**config.mk**
```make
export PLATFORM = sky130hd
export DESIGN_NAME = mux_rr_arbiter_flat
export DESIGN_NICKNAME = d
export VERILOG_FILES = /design/src/rtl/mux_rr_arbiter_if.sv /design/src/rtl/mux_rr_arbiter.sv /design/src/flat_wrapper.sv
export SDC_FILE = /design/constraint.sdc
export NUM_CORES = 1
export LEC_CHECK = 0
export BUFFER_PORTS_ARGS = -buffer_cell sky130_fd_sc_hd__buf_2
export CAP_MARGIN = 30
export CORE_UTILIZATION = 40
export CTS_CLUSTER_SIZE = 30
export DETAILED_ROUTE_END_ITERATION = 8
export PLACE_DENSITY = 0.65
export SLEW_MARGIN = 40
export SYNTH_ARGS = -nofsm -noshare
export SYNTH_HDL_FRONTEND = slang
export SYNTH_SLANG_ARGS = --single-unit
```
**constraint.sdc**
```tcl
create_clock -name clk -period 1.78 [get_ports clk]
set_input_delay 0.267 -clock clk [delete_from_list [all_inputs] [get_ports clk]]
set_output_delay 0.267 -clock clk [all_outputs]
set_load 0.005 [all_outputs]
```
**src/rtl/mux_rr_arbiter_if.sv**
```systemverilog
// Two-source byte stream bundle plus the registered output stream.
// The master drives the sources and the sink ready; the slave is the arbiter.
interface mux_rr_arbiter_if #(
  parameter int WIDTH = 8
);
  logic [WIDTH-1:0] a;
  logic             a_valid;
  logic             a_ready;
  logic [WIDTH-1:0] b;
  logic             b_valid;
  logic             b_ready;
  logic             sel;
  logic [WIDTH-1:0] y;
  logic             y_valid;
  logic             y_ready;

  modport master (
    output a, a_valid,
    output b, b_valid,
    output y_ready,
    input  a_ready, b_ready,
    input  sel, y, y_valid
  );

  modport slave (
    input  a, a_valid,
    input  b, b_valid,
    input  y_ready,
    output a_ready, b_ready,
    output sel, y, y_valid
  );
endinterface

```
**src/rtl/mux_rr_arbiter.sv**
```systemverilog
// Burst-limited round-robin arbiter for two byte streams feeding a 2:1 mux,
// with a one-entry registered valid/ready output.
module mux_rr_arbiter #(
  parameter int WIDTH     = 8,
  parameter int BURST_LEN = 4
) (
  input logic              clk,
  input logic              rst,
  mux_rr_arbiter_if.slave  bus
);

  typedef enum logic {
    OWN_A = 1'b0,
    OWN_B = 1'b1
  } owner_t;

  localparam logic [7:0] BL = 8'(BURST_LEN);

  owner_t           owner;
  logic [7:0]       cnt;
  logic [WIDTH-1:0] y_q;
  logic             y_valid_q;

  logic space;
  logic both;
  logic any;
  logic pick_b;
  logic take_a;
  logic take_b;
  logic xfer;
  logic same;

  always_comb begin
    space  = !y_valid_q || bus.y_ready;
    both   = bus.a_valid && bus.b_valid;
    any    = bus.a_valid || bus.b_valid;
    pick_b = 1'b0;
    // Under contention the owner keeps the bus until its burst is spent.
    if (both) begin
      pick_b = (owner == OWN_B) ^ (cnt == BL);
    end else if (bus.b_valid) begin
      pick_b = 1'b1;
    end
    take_a = space && any && !pick_b && !rst;
    take_b = space && pick_b && !rst;
    xfer   = take_a || take_b;
    same   = pick_b == (owner == OWN_B);
  end

  assign bus.a_ready = take_a;
  assign bus.b_ready = take_b;
  assign bus.sel     = any ? pick_b : (owner == OWN_B);
  assign bus.y       = y_q;
  assign bus.y_valid = y_valid_q;

  always_ff @(posedge clk) begin
    if (rst) begin
      owner     <= OWN_A;
      cnt       <= 8'd0;
      y_q       <= '0;
      y_valid_q <= 1'b0;
    end else if (xfer) begin
      y_q       <= take_b ? bus.b : bus.a;
      y_valid_q <= 1'b1;
      if (same) begin
        if (cnt < BL) begin
          cnt <= cnt + 8'd1;
        end
      end else begin
        owner <= pick_b ? OWN_B : OWN_A;
        cnt   <= 8'd1;
      end
    end else if (bus.y_ready) begin
      y_valid_q <= 1'b0;
    end
  end

  never_both: assert property (
    @(posedge clk) !(take_a && take_b)
  );

  hold_stall: assert property (
    @(posedge clk) disable iff (rst)
    (y_valid_q && !bus.y_ready)
      |=> (y_valid_q && $stable(y_q))
  );

endmodule

```
**src/flat_wrapper.sv**
```systemverilog
// flat-port wrapper written by rule: the top's interface ports become plain ports
module mux_rr_arbiter_flat 
#(
  parameter int WIDTH     = 8,
  parameter int BURST_LEN = 4
)
  (clk, rst, bus_a, bus_a_valid, bus_b, bus_b_valid, bus_y_ready, bus_a_ready, bus_b_ready, bus_sel, bus_y, bus_y_valid);
  mux_rr_arbiter_if #(.WIDTH(WIDTH)) bus_i ();
  input logic clk;
  input logic rst;
  input wire logic [$bits(bus_i.a)-1:0] bus_a;
  input wire logic [$bits(bus_i.a_valid)-1:0] bus_a_valid;
  input wire logic [$bits(bus_i.b)-1:0] bus_b;
  input wire logic [$bits(bus_i.b_valid)-1:0] bus_b_valid;
  input wire logic [$bits(bus_i.y_ready)-1:0] bus_y_ready;
  output wire logic [$bits(bus_i.a_ready)-1:0] bus_a_ready;
  output wire logic [$bits(bus_i.b_ready)-1:0] bus_b_ready;
  output wire logic [$bits(bus_i.sel)-1:0] bus_sel;
  output wire logic [$bits(bus_i.y)-1:0] bus_y;
  output wire logic [$bits(bus_i.y_valid)-1:0] bus_y_valid;
  assign bus_i.a = bus_a;
  assign bus_i.a_valid = bus_a_valid;
  assign bus_i.b = bus_b;
  assign bus_i.b_valid = bus_b_valid;
  assign bus_i.y_ready = bus_y_ready;
  assign bus_a_ready = bus_i.a_ready;
  assign bus_b_ready = bus_i.b_ready;
  assign bus_sel = bus_i.sel;
  assign bus_y = bus_i.y;
  assign bus_y_valid = bus_i.y_valid;
  mux_rr_arbiter #(.WIDTH(WIDTH), .BURST_LEN(BURST_LEN)) u_core (.clk(clk), .rst(rst), .bus(bus_i));
endmodule
```
==> metrics.md <==
| Metric | Value |
|---|---|
| RD Place Congestion | 0.789 |
| P&R area growth vs syn | 29.6% |
| # IOs | 33 |
| Crit path arrival time | 1570 ps |
| Sw Share | 0.296 |
| Library cells used by synthesis | 45 |
| Final Hold Vio Count | 0 |
| Core area | 0.00245 mm2 |
| Per-cell routed wire length | 14.3 um |
| Die H | 52.7 um |
| Finish-stage setup viols | 2 |
| CP Class | reg -> out |
| Vias in the first global route | 884 |
| VDD IR max | 0.451 mV |
| Synth Instances | 108 |
| Failing checks | negative setup slack |
| Post-synth top area cell | dfxtp_1 |
| Pwr/cell area | 681 mW/mm2 |
| DRT Pass-1 Iters | 4 |
| CTS buffer count | 3 |
| Initial antenna violation count | 0 |
| Clock tree buffer depth | 2 |
| DR DRC count | 0 |
| Seq/Total Area, Yosys | 0.350 |
| Die area | 0.00278 mm2 |
| Crit path cell chain | or3_4 -> o21ai_4 -> a21oi_2 -> nor2_1 -> buf_2 |
| Antenna-violating nets left | 0 |
| Sequential power share | 0.504 |
| Switching power of the nets | 269 uW |
| CP peak stage delay | 390 ps |
| CP Max Fanout | 4 |
| Clk pwr share | 0.233 |
| Initial Utilization | 0.419 |
| Drt via density | 5.69 |
| Placed Instances | 169 |
| Setup ws final | -54.6 ps |
| Crit path capture type | primary output |
| Syn_nets | 131 |
| Clk pin slew, worst setup/hold paths | 110 ps |
| Placed Area | 0.00122 mm2 |
| CTS Sinks | 18 |
| H-Tree Depth | 1 |
| Clock root cell | clkbuf_4 |
| Internal power | 640 uW |
| Non-Filler Instances | 176 |
| Async SR Flop Fraction | 0 |
| Hold buffer count at cts | 0 |
| ANT cells | 0 |
| Outcome | complete, but fails checks |
| Row cnt | 18 |
| Layout cells sized above 1 | 0.473 |
| Die X | 52.7 um |
| Initial drt markers | 16 |
| HPWL Detailed | 1.81 mm |
| Yosys top cell area share | 0.350 |
| Largest net degree at the start of global routing | 12 |
| Fmax | 545 MHz |
| Top cells by count, synth | dfxtp_1, a221o_1, o22ai_1, a21oi_1, o2bb2ai_1 |
| Syn avg cell area | 9.53 um2 |
| CP Launch Type | flop |
| Gate power share | 0.263 |
| Largest cells by area after synthesis | dfxtp_1, a221o_1, o2bb2ai_1 |
| Slowest-stage cell, CP | or3_4 |
| Gr usage total | 0.202 |
| Slew margin rel. | 0.538 |
| FF+latch count, synth | 18 |
| Nets | 171 |
| Post-synth EDFFs | 0 |
| Worst-Skew Late Latency | 310 ps |
| Top FF cell, synth | dfxtp_1 |
| Critical Path RT | 1510 ps |
| Post-Layout Inst Area | 0.00134 mm2 |
| First-pass GRT wire length | 4.02 mm |
| CTS tree | built |
| Worst Skew | 9.74 ps |
| Routed vias | 1001 |
| Worst slew pin tran | 692 ps |
| RSZ-0062 raised after global routing | yes |
| Final critical-path required period | 1830 ps |
| Yosys warnings | 0 |
| HP Class | in -> reg |
| Gr ovfl total | 0 |
| # port buffers | 32 |
| Max Cap Viol | 0 |
| Cell area after synthesis | 0.00103 mm2 |
| WL final | 2.52 mm |
| Core Util, Final | 0.544 |
| Final Max Slew Viols | 0 |
| P_leak | 0.000558 uW |
| Tcrit/Tclk final | 1.03 |
| Most common cell in the synthesized netlist | dfxtp_1 |
-- metal layers --
layer	track usage	wire, um	part of all wire	vias up
met5	0	0	0	-
met4	0.0570	46	0.018	0
met3	0.0609	109	0.043	5
met2	0.297	1160	0.46	21
met1	0.281	1210	0.48	471
li1	-	-	-	504
-- power groups by stage --
stage	combinational, uW	sequential (uW)	clock (uW)
5_1_grt	264	463	236
3_3_place_gp	208	463	0
2_1_floorplan	133	462	0
3_5_place_dp	215	464	0
4_1_cts	231	458	217
6_report	239	459	212
-- sequential cells by signal, indices dropped and copies added, names as in the netlist --
signal / count
u_core.bus.y: 8
u_core.bus.y_valid: 1
u_core.cnt: 8
u_core.owner: 1
-- logic make-up (layout without fill, tap and decap cells) --
kind of cell	count (synthesis)	after routing	synth area share
AO/OA/AOI/OAI	43	43	0.328
adder cells (fa/ha/maj)	2	2	0.0243
buffers and inverters	11	49	0.0571
flip-flops	18	18	0.350
multiplexers	1	1	0.00972
AND/OR/NAND/NOR	33	33	0.231
-- path summary, 6_finish.rpt --
| kind | from | endpoint | slack (ps) | cells past startpoint |
|---|---|---|---|---|
| max | u_core.cnt[4]$_SDFFE_PP0P_ | bus_a_ready | -50 | 5 |
| min | bus_b[3] | u_core.bus.y[3]$_SDFFE_PP0P_ | 190 | 2 |
| max reg2reg | u_core.cnt[4]$_SDFFE_PP0P_ | u_core.cnt[1]$_SDFFE_PP0P_ | 80 | 5 |
| min reg2reg | u_core.cnt[5]$_SDFFE_PP0P_ | u_core.cnt[5]$_SDFFE_PP0P_ | 470 | 1 |
-- cell type report --
class,instances,area [um2]
Clock buffer,3,22.5
Fill cell,229,1120
Multi-Input combinational cell,79,659
Sequential cell,18,369
Inverter,5,18.8
Timing Repair Buffer,41,228
Tap cell,30,37.5
-- worst max-delay path: cells and delay by family (launching register included) --
| kind | cells | cell delay [ps] |
|---|---|---|
| AO/OA/AOI/OAI | 2 | 290 |
| AND/OR/NAND/NOR | 2 | 500 |
| buffers and inverters | 1 | 130 |
| flip-flops | 1 | 340 |
-- metrics by stage --
step                      power [uW]  hold slack, ps  TNS [ps]  setup WS [ps]
after global routing             963             182      -327           -125
final                            910             186     -94.8          -54.6
after CTS                        906             186     -98.2          -51.6
after floorplan                  596             405         0            172
after global placement           671             472         0           89.5
after detailed placement         679             479         0           16.1
-- placed cells by master, fill, tap and decap left out, drive strengths merged, types with 2 or more instances in the layout --
| cell type | count |
|---|---|
| o21ai | 2 |
| or3 | 4 |
| nand2b | 2 |
| nor3 | 2 |
| nor2 | 3 |
| a21oi | 7 |
| buf | 41 |
| a221o | 8 |
| nand3 | 2 |
| nand4 | 2 |
| a21boi | 2 |
| o2bb2ai | 6 |
| and2 | 5 |
| a211oi | 2 |
| a31o | 2 |
| inv | 4 |
| dfxtp | 18 |
| a31oi | 2 |
| nand2 | 4 |
| o22ai | 8 |
| clkbuf | 3 |
| ha | 2 |
-- timing repair --
action	in CTS	in global routing
pin swaps	4	4
setup buffers	3	1
endpoints found under the hold margin	0	0
gates resized for setup	12	6
cloned	0	0
endpoints found under the setup margin	5	15
No activity file was read; power rests on OpenSTA's default activity.
